File: src/rtl/usb_lane_pkg.sv
// Shared lane-link definitions: deframer state encoding, sync nibbles, lane width.
package usb_lane_pkg;

  localparam int USB_LANE_W = 4;

  localparam logic [USB_LANE_W-1:0] SYNC_HI_DEF = 4'hA;
  localparam logic [USB_LANE_W-1:0] SYNC_LO_DEF = 4'h5;

  typedef enum logic [1:0] {
    HUNT = 2'd0,
    LEN  = 2'd1,
    DATA = 2'd2,
    CHK  = 2'd3
  } lane_state_e;

endpackage

File: src/rtl/usb_nib2byte.sv
// Registers the lane nibble and pairs nibbles into bytes, high nibble first.
// align forces the next nibble to be treated as a high nibble.
module usb_nib2byte
  import usb_lane_pkg::*;
(
  input  logic                  clk,
  input  logic                  rst,
  input  logic [USB_LANE_W-1:0] lane_d,
  input  logic                  align,
  output logic [USB_LANE_W-1:0] lane_q,
  output logic [7:0]            byte_dat,
  output logic                  byte_stb
);

  logic                  phase;
  logic [USB_LANE_W-1:0] hi_q;

  always_ff @(posedge clk or posedge rst) begin
    if (rst) begin
      lane_q <= '0;
      phase  <= 1'b0;
      hi_q   <= '0;
    end else begin
      lane_q <= lane_d;
      phase  <= align ? 1'b0 : ~phase;
      if (!phase) hi_q <= lane_q;
    end
  end

  assign byte_dat = {hi_q, lane_q};
  assign byte_stb = phase;

endmodule

File: src/rtl/usb_lane_deframer.sv
// Nibble-link receive deframer: sync hunt, LEN/payload parse, payload streaming, frame status.
// Define USB_LANE_DEFRAMER_CHK_EN to expect and verify the trailing mod-256 CHK byte.
module usb_lane_deframer
  import usb_lane_pkg::*;
#(
  parameter logic [USB_LANE_W-1:0] SYNC_HI = SYNC_HI_DEF,
  parameter logic [USB_LANE_W-1:0] SYNC_LO = SYNC_LO_DEF,
  parameter int                    ERR_W   = 16
) (
  input  logic                  clk,
  input  logic                  rst,
  input  logic [USB_LANE_W-1:0] lane_d,
  output logic [7:0]            m_data,
  output logic                  m_valid,
  output logic                  m_last,
  output logic                  frm_ok,
  output logic                  frm_err,
  output logic [ERR_W-1:0]      err_cnt,
  output logic                  busy
);

  logic [USB_LANE_W-1:0] lane_q;
  logic [7:0]            byte_dat;
  logic                  byte_stb;
  logic                  align;

  lane_state_e           state, state_nxt;
  logic [USB_LANE_W-1:0] prev, prev_nxt;
  logic [7:0]            rem, rem_nxt;
  logic [7:0]            data_nxt;
  logic                  valid_nxt, last_nxt, ok_nxt, err_nxt;
`ifdef USB_LANE_DEFRAMER_CHK_EN
  logic [7:0]            sum, sum_nxt, chk_sum;
`endif

  usb_nib2byte u_nib2byte (
    .clk      (clk),
    .rst      (rst),
    .lane_d   (lane_d),
    .align    (align),
    .lane_q   (lane_q),
    .byte_dat (byte_dat),
    .byte_stb (byte_stb)
  );

  always_ff @(posedge clk or posedge rst) begin
    if (rst) begin
      state   <= HUNT;
      prev    <= '0;
      rem     <= '0;
      m_data  <= '0;
      m_valid <= 1'b0;
      m_last  <= 1'b0;
      frm_ok  <= 1'b0;
      frm_err <= 1'b0;
      err_cnt <= '0;
`ifdef USB_LANE_DEFRAMER_CHK_EN
      sum     <= '0;
`endif
    end else begin
      state   <= state_nxt;
      prev    <= prev_nxt;
      rem     <= rem_nxt;
      m_data  <= data_nxt;
      m_valid <= valid_nxt;
      m_last  <= last_nxt;
      frm_ok  <= ok_nxt;
      frm_err <= err_nxt;
      if (err_nxt && (err_cnt != {ERR_W{1'b1}})) err_cnt <= err_cnt + 1'b1;
`ifdef USB_LANE_DEFRAMER_CHK_EN
      sum     <= sum_nxt;
`endif
    end
  end

`ifdef USB_LANE_DEFRAMER_CHK_EN
  // 8-bit so the zero test sees the mod-256 sum, not the carry.
  assign chk_sum = sum + byte_dat;
`endif

  always_comb begin
    state_nxt = state;
    prev_nxt  = prev;
    rem_nxt   = rem;
    data_nxt  = m_data;
    valid_nxt = 1'b0;
    last_nxt  = 1'b0;
    ok_nxt    = 1'b0;
    err_nxt   = 1'b0;
    align     = 1'b0;
`ifdef USB_LANE_DEFRAMER_CHK_EN
    sum_nxt   = sum;
`endif
    case (state)
      HUNT: begin
        prev_nxt = lane_q;
        if (prev == SYNC_HI && lane_q == SYNC_LO) begin
          state_nxt = LEN;
          align     = 1'b1;
        end
      end
      LEN: begin
        if (byte_stb) begin
          rem_nxt = byte_dat;
`ifdef USB_LANE_DEFRAMER_CHK_EN
          sum_nxt = byte_dat;
`endif
          if (byte_dat == 8'd0) begin
            err_nxt   = 1'b1;
            state_nxt = HUNT;
            prev_nxt  = '0;
          end else begin
            state_nxt = DATA;
          end
        end
      end
      DATA: begin
        if (byte_stb) begin
          data_nxt  = byte_dat;
          valid_nxt = 1'b1;
          rem_nxt   = rem - 8'd1;
`ifdef USB_LANE_DEFRAMER_CHK_EN
          sum_nxt   = chk_sum;
`endif
          if (rem == 8'd1) begin
            last_nxt = 1'b1;
`ifdef USB_LANE_DEFRAMER_CHK_EN
            state_nxt = CHK;
`else
            ok_nxt    = 1'b1;
            state_nxt = HUNT;
            prev_nxt  = '0;
`endif
          end
        end
      end
`ifdef USB_LANE_DEFRAMER_CHK_EN
      CHK: begin
        if (byte_stb) begin
          if (chk_sum == 8'd0) ok_nxt = 1'b1;
          else                 err_nxt = 1'b1;
          state_nxt = HUNT;
          prev_nxt  = '0;
        end
      end
`endif
      default: begin
        state_nxt = HUNT;
        prev_nxt  = '0;
      end
    endcase
  end

  assign busy = (state != HUNT);

endmodule
File: config.mk
export PLATFORM = sky130hd
export DESIGN_NAME = usb_lane_deframer
export DESIGN_NICKNAME = d
export VERILOG_FILES = /design/src/rtl/usb_lane_pkg.sv /design/src/rtl/usb_nib2byte.sv /design/src/rtl/usb_lane_deframer.sv
export SDC_FILE = /design/constraint.sdc
export NUM_CORES = 1
export LEC_CHECK = 0
export BUFFER_PORTS_ARGS = -buffer_cell sky130_fd_sc_hd__buf_4
export CORE_ASPECT_RATIO = 1.1
export CORE_MARGIN = 8
export CORE_UTILIZATION = 52
export CTS_CLUSTER_DIAMETER = 150
export CTS_CLUSTER_SIZE = 10
export DETAILED_ROUTE_END_ITERATION = 12
export HOLD_SLACK_MARGIN = 0.08
export PLACE_DENSITY_LB_ADDON = 0.12
export SETUP_SLACK_MARGIN = 0.5
export SLEW_MARGIN = 20
export SYNTH_ARGS = -nofsm -noshare
export SYNTH_HDL_FRONTEND = slang
export SYNTH_HIERARCHICAL = 1
export SYNTH_SLANG_ARGS = --single-unit
File: constraint.sdc
create_clock -name clk -period 3.5 [get_ports clk]
set_input_delay 0.35 -clock clk [delete_from_list [all_inputs] [get_ports clk]]
set_output_delay 0.35 -clock clk [all_outputs]
set_load 0.05 [all_outputs]
==> results of run 1 <==
cells in the final DEF, fill, tap and decap left out, types with 8 or more instances in the layout:
master | synthesis | routed
inv_1 | 9 | 9
o21ai_0 | 8 | 8
dfrtp_1 | 50 | 50
nand2_1 | 32 | 32
a21oi_1 | 8 | 8
xnor2_1 | 15 | 15
nor2_1 | 12 | 12
buf_4 | 6 | 36
nand4_1 | 8 | 8
cell type report:
class / count / area [um^2] / share of cell area, %
repair buffers: 37 / 280.3 / 10.31
multi-input cells: 150 / 967.2 / 35.59
clock inverters: 3 / 45.04 / 1.657
well taps: 54 / 67.56 / 2.486
inverters: 10 / 37.54 / 1.381
flip-flops and latches: 50 / 1251 / 46.04
clock buffers: 5 / 68.82 / 2.532
timing repair:
| item | in CTS | in global routing |
|---|---|---|
| endpoints found under the hold margin | 9 | 0 |
| hold buffers | 1 | 0 |
| resized for setup | 0 | 0 |
registers in the layout (all words and copies together), names as in the netlist:
register             count
err_cnt                 16
frm_err                  1
frm_ok                   1
m_data                   8
m_valid                  1
prev                     4
rem                      8
state                    2
u_nib2byte/byte_stb      1
u_nib2byte/hi_q          4
u_nib2byte/lane_q        4
worst max-delay path by stage:
stage                 endpoint  slack [ns]  depth (start not counted)
global route        err_cnt[1]        1.16                          4
global placement    err_cnt[1]        1.34                          4
detailed placement  err_cnt[1]        1.31                          4
CTS                 err_cnt[1]        1.30                          4
floorplan           err_cnt[1]        1.52                          5
finish              err_cnt[1]        1.33                          4
power by group through the flow:
stage | Combinational (mW) | Clock (mW) | Sequential, mW
2_1_floorplan | 0.332 | 0 | 0.965
6_report | 0.647 | 0.404 | 0.824
3_3_place_gp | 0.647 | 0 | 0.835
5_1_grt | 0.705 | 0.439 | 0.844
3_5_place_dp | 0.654 | 0 | 0.833
4_1_cts | 0.657 | 0.419 | 0.823
through the flow:
stage / hold slack, ns / util (%)
3_3_place_gp: 0.3404 / 60.53
6_report: 0.1470 / 63.42
3_5_place_dp: 0.3452 / 60.53
5_1_grt: 0.1320 / 63.42
4_1_cts: 0.1335 / 63.42
2_1_floorplan: 0.1779 / -
routing by layer:
layer / GRT usage (%) / routed length (um)
met1: 17.29 / 1964
met5: 0 / 0
met2: 25.30 / 2498
met3: 4.707 / 268
met4: 6.914 / 102
kinds of logic (layout without fill, tap and decap cells):
group	after synthesis	after routing	synth area share (%)
AND/OR/NAND/NOR	85	85	19.56
flip-flops	50	50	53.88
AO/OA/AOI/OAI	41	41	12.02
buffers and inverters	21	55	4.472
XOR/XNOR	16	16	6.035
multiplexers	5	5	2.424
adder cells (fa/ha/maj)	3	3	1.617
==> results.tsv, run 1 <==
stage	metric	value	unit
run_status	run_status	finished clean	
sta	rsz0062_at_grt	no	
cells_and_area	drive_gt1_share	20.78	%
drt	drtIter0Drc	60	
power_and_ir_drop	p_clk_share	21.5	%
synthesis	synth.most_common_cell	dfrtp_1	
flow_run	drv_cap	0	
synthesis	ys_ff_latch	50	
worst_hold_path	hold_path.class	in2reg	
power_and_ir_drop	p_switching	0.7371	mW
place	dpl_cell_area	2594	um^2
synthesis	synth_top_flop_cell	dfrtp_1	
power_and_ir_drop	pwr-share-comb	34.5	%
drt	dr.pass1.iters	4	
cells_and_area	antenna_cells	0	
place	place.gp.congestion	0.8619	
sta	tightest_slew	0.6395	ns
place	place.detailed.hpwl	3615	um
drt	drt-total-wl	4834	um
synthesis	syn-cell-area	2322	um^2
die	fp.dieW	79.72	um
synthesis	netlist_top_cells_count	dfrtp_1, nand2_1, xnor2_1	
synthesis	synth_area_leaders	dfrtp_1, xnor2_1, nand2_1	
worst_setup_path	reg2reg_from	u_nib2byte/lane_q[1]	
worst_setup_path	cp_max_fo	11	
global_route	grtUsageTotal	15.22	%
die	die_area	6863	um^2
sta	finClkSkew	0.006535	ns
worst_setup_path	required	3.69	ns
sta	layout_setup_ws	1.334	ns
die	start_util	54.19	%
sta	fin_setup_tns	0	ns
synthesis	async_flop_share	100.0	%
place	placedCellCount	300	
drt	wire_per_inst	15.64	um
die	die_y	86.09	um
drt	drc	0	
sta	fin_crit	2.166	ns
clock_tree	clk_path_buf_depth	2	
worst_setup_path	cp-start-kind	flop	
worst_setup_path	arrival	2.36	ns
synthesis	synth_nets	230	
die	io_pins	35	
cells_and_area	synthToLayoutAreaGrowth	17.03	%
clock_tree	cts-root-buf	clkbuf_8	
die	row_count	25	
global_route	grt-ovfl-total	0	
worst_setup_path	worstSetupEndpointType	flop	
synthesis	synth_edf_count	0	
cells_and_area	layout.cells.non_filler	309	
clock_tree	clock-sinks	50	
worst_setup_path	critPathKind	reg2reg	
clock_tree	cts_setup_buffers	0	
power_and_ir_drop	seqPwrFrac	43.9	%
drt	postRouteAntennaNets	0	
worst_hold_path	hold_path_depth	1	
worst_setup_path	reg2regPathDepth	4	
clock_tree	cts_made_buffers	5	
worst_setup_path	startpoint	u_nib2byte/lane_q[1]	
worst_setup_path	worstPathCellList	or4_4 -> nor3_2 -> o21ai_1 -> mux2_2	
power_and_ir_drop	swShare	39.33	%
clock_tree	clock_latency	0.30	ns
worst_setup_path	crit_buf_inv	0	
sta	setup_viol_count_final	0	
worst_hold_path	hold_end	u_nib2byte/lane_q[0]	
synthesis	synth_top_area_share	53.88	%
power_and_ir_drop	fin_total_pwr	1.874	mW
synthesis	avgSynthCellArea	10.51	um^2
worst_setup_path	max_stage_delay	0.57	ns
clock_tree	clk_pin_slew	0.09	ns
cells_and_area	nFillCells	355	
global_route	antenna_found_initial	0	
die	core	4285	um^2
worst_setup_path	reg2reg_setup_slack	1.33	ns
sta	fin_crit_sh	61.88	%
clock_tree	cts_tree	done	
synthesis	syn_inst	221	
power_and_ir_drop	p_leak	1.260	nW
drt	vias	1741	
worst_setup_path	slowest_stage	or4_4	
worst_setup_path	crit_family	simple AND/OR/NAND/NOR gates	
worst_setup_path	r2r_end	err_cnt[1]	
global_route	grt_pass1_vias	1747	
clock_tree	htreeDepth	2	
power_and_ir_drop	powerDensity	689.7	nW/um^2
global_route	grt_max_degree	42	
power_and_ir_drop	p_int	1.137	mW
drt	via_per_inst	5.634	
sta	hold_violations	0	
sta	slew_headroom	56.77	%
worst_hold_path	min-delay-start	lane_d[0]	
synthesis	synth_seq_area_share	53.88	%
cells_and_area	fin_area	2718	um^2
synthesis	yosysWarnings	6	
place	pre_cts_slack	1.308	ns
place	io_buffer_count	34	
sta	maxSlewViolCount	0	
synthesis	yosys.area.top_type	dfrtp_1	
global_route	grt_first_pass_wirelength	8217	um
synthesis	yosys.cell_types.count	46	
sta	max_freq	0.4617	GHz
cells_and_area	num-nets-final	263	
power_and_ir_drop	vdd_drop_max	0.5324	mV
No activity file was read; power rests on OpenSTA's default activity.
==> inputs of run 2 (changes only) <==
Settings changed: ABC_AREA set to 1.
Clock period 3.5 ns to 1.8 ns, I/O delays scaled along.
==> run 2 against run 1 <==
Sequential cell count is the same; utilization rose by 7.2 points; design area is 28% higher; via count up 41%; fmax up 54%; critical path type unchanged.
==> results.tsv, run 2 <==
stage	metric	value	unit	change
worst_setup_path	startpoint	u_nib2byte/hi_q[1]		
worst_setup_path	cp_max_fo	8		-3
die	fp.dieW	83.70	um	+5.0%
global_route	grt-ovfl-total	0		unchanged
cells_and_area	antenna_cells	0		unchanged
sta	finClkSkew	0.005687	ns	-0.0008472 ns
drt	postRouteAntennaNets	0		unchanged
synthesis	synth.most_common_cell	nand2_1		
drt	via_per_inst	5.126		-9.0%
synthesis	syn_inst	347		+57%
die	die_area	7571	um^2	+10%
die	die_y	90.47	um	+5.1%
die	row_count	27		+8.0%
power_and_ir_drop	seqPwrFrac	54.8	%	+11 points
clock_tree	clk_path_buf_depth	2		unchanged
sta	maxSlewViolCount	0		unchanged
place	place.detailed.hpwl	4243	um	+17%
synthesis	async_flop_share	100.0	%	unchanged
drt	drt-total-wl	6578	um	+36%
drt	drtIter0Drc	161		+170%
power_and_ir_drop	p_switching	0.6408	mW	-13%
synthesis	synth_edf_count	0		unchanged
synthesis	synth_nets	356		+55%
drt	vias	2450		+41%
clock_tree	clk_pin_slew	0.09	ns	about the same
power_and_ir_drop	swShare	28.43	%	-11 points
synthesis	syn-cell-area	2621	um^2	+13%
synthesis	synth_top_area_share	47.73	%	-6.1 points
cells_and_area	num-nets-final	428		+63%
synthesis	ys_ff_latch	50		unchanged
sta	fin_crit_sh	78.08	%	+16 points
sta	setup_viol_count_final	0		unchanged
power_and_ir_drop	powerDensity	647.6	nW/um^2	-6.1%
power_and_ir_drop	vdd_drop_max	0.5946	mV	+12%
die	io_pins	35		unchanged
synthesis	synth_area_leaders	dfrtp_1, nand2_1, nor2_1		
sta	max_freq	0.7115	GHz	+54%
synthesis	yosysWarnings	6		unchanged
power_and_ir_drop	pwr-share-comb	16.7	%	-18 points
flow_run	drv_cap	0		unchanged
worst_setup_path	required	2.00	ns	-1.69 ns
cells_and_area	top_regs	err_cnt x16, m_data x8, rem x8		
clock_tree	cts_made_buffers	5		unchanged
drt	wire_per_inst	13.76	um	-12%
die	start_util	53.15	%	-1.0 points
sta	hold_violations	0		unchanged
cells_and_area	synthToLayoutAreaGrowth	32.79	%	
global_route	grt_pass1_vias	2353		+35%
power_and_ir_drop	p_int	1.613	mW	+42%
synthesis	avgSynthCellArea	7.554	um^2	-28%
worst_hold_path	hold_path.class	in2async		
die	core	4932	um^2	+15%
clock_tree	clock-sinks	50		unchanged
worst_setup_path	slowest_stage	dfrtp_1		
sta	rsz0062_at_grt	yes		
worst_setup_path	worstSetupEndpointType	flop		
synthesis	netlist_top_cells_count	nand2_1, dfrtp_1, nor2_1		
power_and_ir_drop	fin_total_pwr	2.254	mW	+20%
worst_setup_path	critPathKind	reg2reg		
clock_tree	cts_tree	done		
worst_setup_path	reg2reg_from	u_nib2byte/hi_q[1]		
clock_tree	cts-root-buf	clkbuf_8		
synthesis	synth_seq_area_share	47.73	%	-6.1 points
worst_setup_path	worstPathCellList	nor2_2 -> nand3_4 -> nor3_4 -> buf_6 -> nand2_8 -> nand2_1 -> nand2_1		
synthesis	yosys.area.top_type	dfrtp_1		
clock_tree	htreeDepth	2		unchanged
cells_and_area	largest_reg_flops	16		unchanged
cells_and_area	drive_gt1_share	32.38	%	+12 points
global_route	grtUsageTotal	17.06	%	+1.8 points
cells_and_area	final_cell_mix	nand2_1, buf_4, dfrtp_1, inv_1, nor2_1		
drt	dr.pass1.iters	6		+2
place	io_buffer_count	34		unchanged
worst_setup_path	crit_buf_inv	1		+1
clock_tree	clock_latency	0.30	ns	about the same
worst_setup_path	cp-start-kind	flop		
synthesis	yosys.cell_types.count	27		-41%
worst_setup_path	max_stage_delay	0.43	ns	-0.14 ns
run_status	run_status	finished clean		
global_route	grt_first_pass_wirelength	10970	um	+34%
cells_and_area	largest_register	err_cnt		
sta	tightest_slew	0.5421	ns	-0.09737 ns
worst_setup_path	cpMostUsedCell	nand2_1		
power_and_ir_drop	p_clk_share	28.4	%	+6.9 points
worst_setup_path	arrival	1.60	ns	-0.76 ns
global_route	antenna_found_initial	0		unchanged
synthesis	synth_top_flop_cell	dfrtp_1		
cells_and_area	nFillCells	390		+9.9%
power_and_ir_drop	p_leak	1.728	nW	+37%
drt	drc	0		unchanged
place	place.gp.congestion	0.8728		+1.3%
sta	fin_crit	1.405	ns	-0.7602 ns
worst_setup_path	crit_family	simple AND/OR/NAND/NOR gates		
sta	slew_headroom	63.86	%	+7.1 points
global_route	grt_max_degree	42		unchanged
cells_and_area	mostFrequentLayoutCell	nand2_1		
sta	fin_setup_tns	0	ns	unchanged
run 2: through the flow:
step           cells  cell area [um^2]  setup WS, ns  utilization [%]  hold slack [ns]
2_1_floorplan    347              2649        0.2411                -         0.007918
3_3_place_gp     436              2953        0.3051            59.87           0.1714
3_5_place_dp     436              2953        0.2494            59.87           0.1695
4_1_cts          470              3348        0.4548            67.88           0.3847
5_1_grt          478              3481        0.2932            70.57           0.4268
6_report         478              3481        0.3945            70.57           0.4082
run 2: worst min-delay path: stages:
cell,delay (ns)
dlygate4sd3_1,0.54
buf_4,0.14
inv_1,0.27
run 2: what timing repair did:
item,in CTS,in global routing
pin swaps,13,13
resized for setup,27,22
endpoints found under the hold margin,54,0
hold buffers,5,0
buffers inserted,20,8
setup endpoints to repair,29,34
gates cloned,1,0
run 2: logic make-up after synthesis:
| family | share of synthesized area [%] |
|---|---|
| buffers and inverters | 7.780 |
| DFF | 47.73 |
| xor gates and xnor gates | 2.673 |
| adders and majority gates | 1.432 |
| and+or+nand+nor | 35.32 |
| AOI/OAI and AO/OA | 5.060 |
run 2: worst paths after layout:
path | end | slack, ns | cells after the start
max | err_cnt[12] | 0.39 | 7
min | u_nib2byte/hi_q[0] | 0.41 | 3
max reg2reg | err_cnt[12] | 0.39 | 7
min reg2reg | m_data[1] | 0.48 | 2
max in group asynchronous | err_cnt[6] | 0.82 | 4
min in group clk | m_data[1] | 0.48 | 2
run 2: cell type report:
type                            instances  area, um^2  area share [%]
Multi-Input combinational cell        254        1320           37.92
Sequential cell                        50        1270           36.48
Timing Repair Buffer                   74       603.1           17.33
Inverter                               34       127.6           3.666
Clock buffer                            6       72.57           2.085
Tap cell                               58       72.57           2.085
Clock inverter                          2       15.01          0.4313
run 2: power by group through the flow:
stage / Sequential (mW) / Clock, mW / Combinational, mW
global placement: 1.25 / 0 / 0.283
CTS: 1.23 / 0.663 / 0.341
floorplan: 1.28 / 0 / 0.178
global route: 1.24 / 0.708 / 0.419
finish: 1.24 / 0.641 / 0.377
detailed placement: 1.25 / 0 / 0.288
run 2: metal layers:
layer / track usage [%] / vias up / part of all wire [%]
met1: 22.99 / 1156 / 47
met5: 0 / - / 0
met4: 4.179 / 0 / 0.32
met3: 4.242 / 2 / 5.5
li1: - / 1216 / -
met2: 26.59 / 76 / 47
